## config.mk

```make
export PLATFORM = sky130hd
export DESIGN_NAME = lcd_timing_gen_flat
export DESIGN_NICKNAME = d
export VERILOG_FILES = /design/src/rtl/lcd_timing_pkg.sv /design/src/rtl/lcd_timing_gen_if.sv /design/src/rtl/lcd_timing_axis.sv /design/src/rtl/lcd_timing_gen.sv /design/src/flat_wrapper.sv
export SDC_FILE = /design/constraint.sdc
export NUM_CORES = 1
export LEC_CHECK = 0
export CORE_AREA = 2 2 92 103
export CTS_BUF_LIST = sky130_fd_sc_hd__clkbuf_4
export DETAILED_ROUTE_END_ITERATION = 10
export DIE_AREA = 0 0 94 105
export PLACE_DENSITY = 0.58
export RECOVER_POWER = 100
export SETUP_SLACK_MARGIN = 0.5
export SYNTH_ARGS = -nofsm -noshare
export SYNTH_HDL_FRONTEND = slang
export SYNTH_SLANG_ARGS = --single-unit
```

## constraint.sdc

```tcl
create_clock -name clk -period 3.73 [get_ports clk]
set_clock_uncertainty 0.05 [all_clocks]
set_input_delay 0.373 -clock clk [delete_from_list [all_inputs] [get_ports clk]]
set_output_delay 0.373 -clock clk [all_outputs]
set_load 0.02 [all_outputs]
```

## src/rtl/lcd_timing_pkg.sv

```systemverilog
// Shared encodings and helpers for the LCD timing generator.
package lcd_timing_pkg;

    typedef enum logic [1:0] {
        REG_ACTIVE = 2'd0,
        REG_FP     = 2'd1,
        REG_SYNC   = 2'd2,
        REG_BP     = 2'd3
    } region_e;

    typedef enum logic {
        ST_IDLE = 1'b0,
        ST_RUN  = 1'b1
    } state_e;

    localparam int FRAME_CNT_W = 8;
    localparam int LEAD_MAX    = 4;

    // True when a counter of w bits can represent every value 0..total-1.
    function automatic logic fits(input int total, input int w);
        return (total <= (1 << w));
    endfunction

endpackage

```

## src/rtl/lcd_timing_gen_if.sv

```systemverilog
// Panel-side LCD timing bundle; the generator drives it, the panel consumes it.
interface lcd_timing_gen_if;

    logic hsync_n;
    logic vsync_n;
    logic display_enable;

    modport master (
        output hsync_n,
        output vsync_n,
        output display_enable
    );

    modport slave (
        input hsync_n,
        input vsync_n,
        input display_enable
    );

endinterface

```

## src/rtl/lcd_timing_axis.sv

```systemverilog
// One timing axis: wrapping position counter plus active/front-porch/sync/back-porch decoder.
module lcd_timing_axis
    import lcd_timing_pkg::*;
#(
    parameter int ACTIVE = 480,
    parameter int FP     = 2,
    parameter int SYNC   = 41,
    parameter int BP     = 2,
    parameter int W      = 11
) (
    input  logic         clk,
    input  logic         reset,
    input  logic         step,
    output logic [W-1:0] cnt,
    output region_e      region,
    output logic         last
);

    localparam int TOTAL = ACTIVE + FP + SYNC + BP;
    localparam logic [W-1:0] LAST_POS = W'(TOTAL - 1);

    logic [W-1:0] cnt_r;

    // Position counter, advanced only on qualified steps.
    always_ff @(posedge clk) begin
        if (reset) begin
            cnt_r <= '0;
        end else if (step) begin
            if (cnt_r == LAST_POS) begin
                cnt_r <= '0;
            end else begin
                cnt_r <= cnt_r + W'(1);
            end
        end
    end

    // Region boundaries compared in int so a full-range counter cannot alias.
    always_comb begin
        region = REG_BP;
        if (int'(cnt_r) < ACTIVE) begin
            region = REG_ACTIVE;
        end else if (int'(cnt_r) < ACTIVE + FP) begin
            region = REG_FP;
        end else if (int'(cnt_r) < ACTIVE + FP + SYNC) begin
            region = REG_SYNC;
        end else begin
            region = REG_BP;
        end
    end

    assign cnt  = cnt_r;
    assign last = (cnt_r == LAST_POS);

endmodule

```

## src/rtl/lcd_timing_gen.sv

```systemverilog
// LCD raster timing generator: registered syncs/enable plus a pixel fetch strobe LEAD clocks ahead.
module lcd_timing_gen
    import lcd_timing_pkg::*;
#(
    parameter int H_ACTIVE = 480,
    parameter int H_FP     = 2,
    parameter int H_SYNC   = 41,
    parameter int H_BP     = 2,
    parameter int V_ACTIVE = 272,
    parameter int V_FP     = 2,
    parameter int V_SYNC   = 10,
    parameter int V_BP     = 2,
    parameter int LEAD     = 2,
    parameter int CNT_W    = 11
) (
    input  logic                   clk,
    input  logic                   clk__enable,
    input  logic                   reset,
    input  logic                   run,
    lcd_timing_gen_if.master       lcd,
    output logic                   pixel_req,
    output logic [CNT_W-1:0]       pixel_x,
    output logic [CNT_W-1:0]       pixel_y,
    output logic                   frame_start,
    output logic                   line_start,
    output logic [FRAME_CNT_W-1:0] frame_count
);

    localparam int H_TOTAL = H_ACTIVE + H_FP + H_SYNC + H_BP;
    localparam int V_TOTAL = V_ACTIVE + V_FP + V_SYNC + V_BP;
    localparam int H_BLANK = H_FP + H_SYNC + H_BP;

    if (!fits(H_TOTAL, CNT_W)) begin : g_bad_h_total
        $error("lcd_timing_gen: H_TOTAL does not fit in CNT_W bits");
    end
    if (!fits(V_TOTAL, CNT_W)) begin : g_bad_v_total
        $error("lcd_timing_gen: V_TOTAL does not fit in CNT_W bits");
    end
    if ((LEAD < 0) || (LEAD > LEAD_MAX) || (LEAD > H_BLANK)) begin : g_bad_lead
        $error("lcd_timing_gen: LEAD out of range or longer than horizontal blanking");
    end

    state_e                   state_r;
    state_e                   state_nxt_s;
    logic                     running_s;
    logic                     h_step_s;
    logic                     v_step_s;
    logic                     frame_end_s;
    logic [CNT_W-1:0]         h_cnt_s;
    logic [CNT_W-1:0]         v_cnt_s;
    region_e                  h_region_s;
    region_e                  v_region_s;
    logic                     h_last_s;
    logic                     v_last_s;
    logic [CNT_W-1:0]         lead_h_s;
    logic [CNT_W-1:0]         lead_v_s;
    logic                     lead_ok_s;
    logic                     hsync_n_s;
    logic                     vsync_n_s;
    logic                     de_s;
    logic                     pixel_req_s;
    logic [CNT_W-1:0]         pixel_x_s;
    logic [CNT_W-1:0]         pixel_y_s;
    logic                     frame_start_s;
    logic                     line_start_s;
    logic                     hsync_n_r;
    logic                     vsync_n_r;
    logic                     de_r;
    logic                     pixel_req_r;
    logic [CNT_W-1:0]         pixel_x_r;
    logic [CNT_W-1:0]         pixel_y_r;
    logic                     frame_start_r;
    logic                     line_start_r;
    logic [FRAME_CNT_W-1:0]   frame_count_r;

    assign running_s   = (state_r == ST_RUN);
    assign h_step_s    = clk__enable && running_s;
    assign v_step_s    = h_step_s && h_last_s;
    assign frame_end_s = v_step_s && v_last_s;

    lcd_timing_axis #(
        .ACTIVE (H_ACTIVE),
        .FP     (H_FP),
        .SYNC   (H_SYNC),
        .BP     (H_BP),
        .W      (CNT_W)
    ) u_h_axis (
        .clk    (clk),
        .reset  (reset),
        .step   (h_step_s),
        .cnt    (h_cnt_s),
        .region (h_region_s),
        .last   (h_last_s)
    );

    lcd_timing_axis #(
        .ACTIVE (V_ACTIVE),
        .FP     (V_FP),
        .SYNC   (V_SYNC),
        .BP     (V_BP),
        .W      (CNT_W)
    ) u_v_axis (
        .clk    (clk),
        .reset  (reset),
        .step   (v_step_s),
        .cnt    (v_cnt_s),
        .region (v_region_s),
        .last   (v_last_s)
    );

    // State register.
    always_ff @(posedge clk) begin
        if (reset) begin
            state_r <= ST_IDLE;
        end else if (clk__enable) begin
            state_r <= state_nxt_s;
        end
    end

    // Next state: run is only honoured on the final clock of a frame once running.
    always_comb begin
        state_nxt_s = state_r;
        case (state_r)
            ST_IDLE: begin
                if (run) begin
                    state_nxt_s = ST_RUN;
                end else begin
                    state_nxt_s = ST_IDLE;
                end
            end
            ST_RUN: begin
                if (h_last_s && v_last_s && !run) begin
                    state_nxt_s = ST_IDLE;
                end else begin
                    state_nxt_s = ST_RUN;
                end
            end
            default: state_nxt_s = ST_IDLE;
        endcase
    end

    // Position LEAD clocks ahead; a frame-crossing request is only made if another frame follows.
    always_comb begin
        lead_h_s  = '0;
        lead_v_s  = '0;
        lead_ok_s = 1'b0;
        if (int'(h_cnt_s) >= H_TOTAL - LEAD) begin
            lead_h_s = CNT_W'(int'(h_cnt_s) + LEAD - H_TOTAL);
            if (v_last_s) begin
                lead_v_s  = '0;
                lead_ok_s = run;
            end else begin
                lead_v_s  = v_cnt_s + CNT_W'(1);
                lead_ok_s = 1'b1;
            end
        end else begin
            lead_h_s  = CNT_W'(int'(h_cnt_s) + LEAD);
            lead_v_s  = v_cnt_s;
            lead_ok_s = 1'b1;
        end
    end

    // Output decode from the current counters; registered below for one clock of latency.
    always_comb begin
        hsync_n_s     = ~(running_s && (h_region_s == REG_SYNC));
        vsync_n_s     = ~(running_s && (v_region_s == REG_SYNC));
        de_s          = running_s && (h_region_s == REG_ACTIVE) && (v_region_s == REG_ACTIVE);
        line_start_s  = running_s && (h_cnt_s == '0);
        frame_start_s = running_s && (h_cnt_s == '0) && (v_cnt_s == '0);
        pixel_req_s   = running_s && lead_ok_s
                        && (int'(lead_h_s) < H_ACTIVE) && (int'(lead_v_s) < V_ACTIVE);
        if (pixel_req_s) begin
            pixel_x_s = lead_h_s;
            pixel_y_s = lead_v_s;
        end else begin
            pixel_x_s = pixel_x_r;
            pixel_y_s = pixel_y_r;
        end
    end

    // Output registers; a low clock enable freezes all of them.
    always_ff @(posedge clk) begin
        if (reset) begin
            hsync_n_r     <= 1'b1;
            vsync_n_r     <= 1'b1;
            de_r          <= 1'b0;
            pixel_req_r   <= 1'b0;
            pixel_x_r     <= '0;
            pixel_y_r     <= '0;
            frame_start_r <= 1'b0;
            line_start_r  <= 1'b0;
            frame_count_r <= '0;
        end else if (clk__enable) begin
            hsync_n_r     <= hsync_n_s;
            vsync_n_r     <= vsync_n_s;
            de_r          <= de_s;
            pixel_req_r   <= pixel_req_s;
            pixel_x_r     <= pixel_x_s;
            pixel_y_r     <= pixel_y_s;
            frame_start_r <= frame_start_s;
            line_start_r  <= line_start_s;
            if (frame_end_s) begin
                frame_count_r <= frame_count_r + FRAME_CNT_W'(1);
            end
        end
    end

    assign lcd.hsync_n        = hsync_n_r;
    assign lcd.vsync_n        = vsync_n_r;
    assign lcd.display_enable = de_r;
    assign pixel_req          = pixel_req_r;
    assign pixel_x            = pixel_x_r;
    assign pixel_y            = pixel_y_r;
    assign frame_start        = frame_start_r;
    assign line_start         = line_start_r;
    assign frame_count        = frame_count_r;

endmodule

```

## src/flat_wrapper.sv

```systemverilog
// flat-port wrapper written by rule: the top's interface ports become plain ports
module lcd_timing_gen_flat import lcd_timing_pkg::*;
#(
    parameter int H_ACTIVE = 480,
    parameter int H_FP     = 2,
    parameter int H_SYNC   = 41,
    parameter int H_BP     = 2,
    parameter int V_ACTIVE = 272,
    parameter int V_FP     = 2,
    parameter int V_SYNC   = 10,
    parameter int V_BP     = 2,
    parameter int LEAD     = 2,
    parameter int CNT_W    = 11
)
  (clk, clk__enable, reset, run, pixel_req, pixel_x, pixel_y, frame_start, line_start, frame_count, lcd_hsync_n, lcd_vsync_n, lcd_display_enable);
  lcd_timing_gen_if lcd_i ();
  input  logic clk;
  input  logic clk__enable;
  input  logic reset;
  input  logic run;
  output logic pixel_req;
  output logic [CNT_W-1:0] pixel_x;
  output logic [CNT_W-1:0] pixel_y;
  output logic frame_start;
  output logic line_start;
  output logic [FRAME_CNT_W-1:0] frame_count;
  output wire logic [$bits(lcd_i.hsync_n)-1:0] lcd_hsync_n;
  output wire logic [$bits(lcd_i.vsync_n)-1:0] lcd_vsync_n;
  output wire logic [$bits(lcd_i.display_enable)-1:0] lcd_display_enable;
  assign lcd_hsync_n = lcd_i.hsync_n;
  assign lcd_vsync_n = lcd_i.vsync_n;
  assign lcd_display_enable = lcd_i.display_enable;
  lcd_timing_gen #(.H_ACTIVE(H_ACTIVE), .H_FP(H_FP), .H_SYNC(H_SYNC), .H_BP(H_BP), .V_ACTIVE(V_ACTIVE), .V_FP(V_FP), .V_SYNC(V_SYNC), .V_BP(V_BP), .LEAD(LEAD), .CNT_W(CNT_W)) u_core (.clk(clk), .clk__enable(clk__enable), .reset(reset), .run(run), .lcd(lcd_i), .pixel_req(pixel_req), .pixel_x(pixel_x), .pixel_y(pixel_y), .frame_start(frame_start), .line_start(line_start), .frame_count(frame_count));
endmodule
```

==> results of run 1 <==
-- per-stage QoR --
step / instance area (um2) / power [mW] / setup WS (ns) / utilization, % / instances
after floorplan: 3647 / 0.7096 / 0.6083 / - / 443
after global placement: 4074 / 0.7377 / 0.2424 / 46.38 / 572
after detailed placement: 4074 / 0.7387 / 0.2045 / 46.38 / 572
after CTS: 4195 / 1.097 / 0.5099 / 47.76 / 588
after global routing: 4425 / 1.132 / 0.2574 / 50.38 / 606
final: 4425 / 1.078 / 0.3417 / 50.38 / 606
-- flip-flops by register name, indices dropped and copies added (netlist names) --
signal                     cells
u_core.pixel_req               1
u_core.pixel_y                11
u_core.line_start              1
u_core.frame_count             8
u_core.u_v_axis.cnt           11
u_core.lcd.vsync_n             1
u_core.u_h_axis.cnt           11
u_core.pixel_x                11
u_core.running_s               1
u_core.lcd.display_enable      1
u_core.frame_start             1
u_core.lcd.hsync_n             1
-- cells by family after synthesis --
| kind of cell | count (synthesis) |
|---|---|
| multiplexers | 5 |
| AO/OA/AOI/OAI | 105 |
| adder cells (fa/ha/maj) | 12 |
| buffers and inverters | 43 |
| flip-flops | 59 |
| AND/OR/NAND/NOR | 187 |
| XOR/XNOR | 32 |
-- layout make-up --
cell class / count / area (um2) / share of cell area (%)
Clock buffer: 9 / 67.56 / 1.527
Sequential cell: 59 / 1202 / 27.17
Inverter: 10 / 37.54 / 0.8482
Timing Repair Buffer: 68 / 621.8 / 14.05
Multi-Input combinational cell: 341 / 2331 / 52.67
Clock inverter: 5 / 22.52 / 0.5089
Tap cell: 114 / 142.6 / 3.223
-- per-layer routing --
layer  wire [um]  vias to the layer above
met5           0                        -
li1            -                     1697
met2        5098                       80
met3         388                       15
met1        4395                     1689
met4         208                        0
-- report_power, final --
part | switching (mW) | internal (mW) | leakage [nW]
sequential | 0.00647 | 0.637 | 0.483
clock | 0.230 | 0.121 | 0.0478
combinational | 0.0480 | 0.0357 | 1.08
total | 0.284 | 0.794 | 1.61
-- worst max-delay path, stage by stage (launching register included) --
cell and delay, ns:
dfxtp_1 0.46, or3_1 0.50, nor2_1 0.25, o211ai_4 0.14, or4_1 0.57, a211oi_4 0.41
o2bb2ai_4 0.14, nor3_4 0.30, buf_12 0.17, mux2_4 0.29
-- placed cells by master (no fill, tap or decap), types with 8 or more instances in the layout --
cell,netlist,routed
dfxtp_2,0,8
a21oi_1,29,29
nand3_1,18,18
nand4_1,15,15
dfxtp_1,59,48
or3_1,9,10
buf_4,4,18
nor2_1,51,52
inv_1,10,9
clkbuf_4,0,13
dlygate4sd3_1,0,37
nand2_1,29,29
nor3_1,17,17
a31oi_1,14,14
xnor2_1,17,17
xor2_1,15,15
o21ai_0,9,9
ha_1,12,10
-- what timing repair did --
item / CTS / global route
endpoints found under the setup margin: 22 / 22
gates cloned: 0 / 1
pin swaps: 2 / 11
setup buffers: 2 / 17
gates resized for setup: 10 / 28
-- final timing paths --
| path | end | slack, ns | cells after the start | startpoint |
|---|---|---|---|---|
| setup / recovery | u_core.pixel_x[7]$_SDFFE_PP0P_ | 0.34 | 9 | u_core.u_h_axis.cnt[4]$_SDFFE_PP0P_ |
| hold / removal | u_core.pixel_req$_SDFFE_PP0P_ | 0.42 | 2 | u_core.pixel_req$_SDFFE_PP0P_ |
| setup reg to reg | u_core.pixel_x[7]$_SDFFE_PP0P_ | 0.34 | 9 | u_core.u_h_axis.cnt[4]$_SDFFE_PP0P_ |
| hold reg to reg | u_core.pixel_req$_SDFFE_PP0P_ | 0.42 | 2 | u_core.pixel_req$_SDFFE_PP0P_ |
==> run_results.csv, run 1 <==
group,metric,value,unit
timing,hold_viol_final,0,
clocking,cts_num_sinks,59,
floorplanning,dieWidth,94,um
logic_synthesis,netlist.top_cell.by_area,"dfxtp_1",
clocking,postCtsHoldBufs,0,
routing,vias,3481,
routing,drt_iter0_drc,191,
timing,max_slew.worst_pin.slew,1.067,ns
logic_synthesis,ys_types,69,
floorplanning,core,8783,um2
layout,drive_gt1_share,16.87,%
placement,port-buffer-count,39,
run_status,status,"finished, final reports clean",
global_route,grtUsageTotal,20.62,%
logic_synthesis,yosysMostFrequentCell,"dfxtp_1",
timing,final.min_clock_period,3.388,ns
timing,fin_crit_sh,90.84,%
floorplanning,io_pins,40,
logic_synthesis,seq_area_frac_synth,32.38,%
logic_synthesis,synth_top_family_by_area,"simple AND/OR/NAND/NOR gates",
clocking,insertion_delay,0.41,ns
clocking,clock_path_buffers,2,
layout,area_growth,21.34,%
global_route,grt-ovfl-total,0,
logic_synthesis,synth_edf_count,0,
floorplanning,die_h,105,um
routing,drtPass1Iterations,5,
timing,max_freq,295.1,MHz
pwr,powerDensity,243.7,nW/um2
logic_synthesis,synthTopCellsByCount,"dfxtp_1, nor2_1, a21oi_1, nand2_1, nand3_1",
logic_synthesis,netlist_area,3647,um2
pwr,power.leakage,1.613,nW
clocking,cts_tree,"built",
clocking,htree_levels,3,
clocking,cts_root_buf,"clkbuf_4",
floorplanning,initial_utilization,41.52,%
clocking,cts_made_buffers,9,
global_route,grt-busiest-layer,"met2",
layout,fillers,867,
placement,dp_hpwl,6.876,mm
logic_synthesis,synth_top_cell_area_share,32.38,%
timing,setup_viol,0,
critical_path,crit_path_start_kind,"flop",
logic_synthesis,ys.flop_type,"dfxtp_1",
logic_synthesis,synth_seq_cells,59,
logic_synthesis,syn_inst,443,
routing,drc_errors,0,
logic_synthesis,synth_fa_ha_area_share,4.117,%
global_route,grt_use_met3,4.398,%
layout,antenna_cells,0,
timing,setup_tns,0,ns
logic_synthesis,syn_area_per_cell,8.233,um2
global_route,grt_pass1_vias,3199,
logic_synthesis,syn_nets,459,
layout,fin_nets,505,
placement,gp_congestion,0.8303,
clocking,clk_transition_reported_paths,0.09,ns
global_route,grt_start_max_net_pins,55,
routing,via_per_inst,5.744,
critical_path,cp_data_arrival_time,3.63,ns
timing,whs,0.4218,ns
timing,slew_headroom,28.86,%
critical_path,cp-end-kind,"flop",
worst_hold_path,hp-class,"flop to flop",
timing,rsz0062_at_grt,"no",
global_route,antenna_found_initial,0,
routing,routedWlPerCell,16.65,um
logic_synthesis,yosys-top-cells-area,"dfxtp_1, nor2_1, ha_1",
logic_synthesis,synthSimpleGateAreaFrac,27.14,%
critical_path,cp.required,3.97,ns
critical_path,criticalPathCategory,"flop to flop",
flow_run,cap_violations,0,
timing,maxSlewViolCount,0,
pwr,ir_drop,0.0001295,V
floorplanning,dieArea,9870,um2
logic_synthesis,synth_compound_area_share,21.34,%
critical_path,cp_max_fo,13,
logic_synthesis,yosysWarnings,0,
global_route,grt_pass1_wl,16.19,mm
logic_synthesis,synthXorXnorAreaFrac,7.684,%
floorplanning,fp-row-count,36,
routing,antenna_left,0,
routing,routed_wl,10.09,mm
global_route,use_met2,34.18,%
logic_synthesis,muxShareOfSynthArea,1.681,%
global_route,gr-usage-met1,26.52,%
logic_synthesis,synthArstFlopShare,0,%
No activity file was read; power rests on OpenSTA's default activity.
==> run 2: changes to the inputs <==
Settings changed: CTS_CLUSTER_DIAMETER from default to 150.
==> results of run 2 <==
Final layout, timing and power as in run 1 (identical DEF).
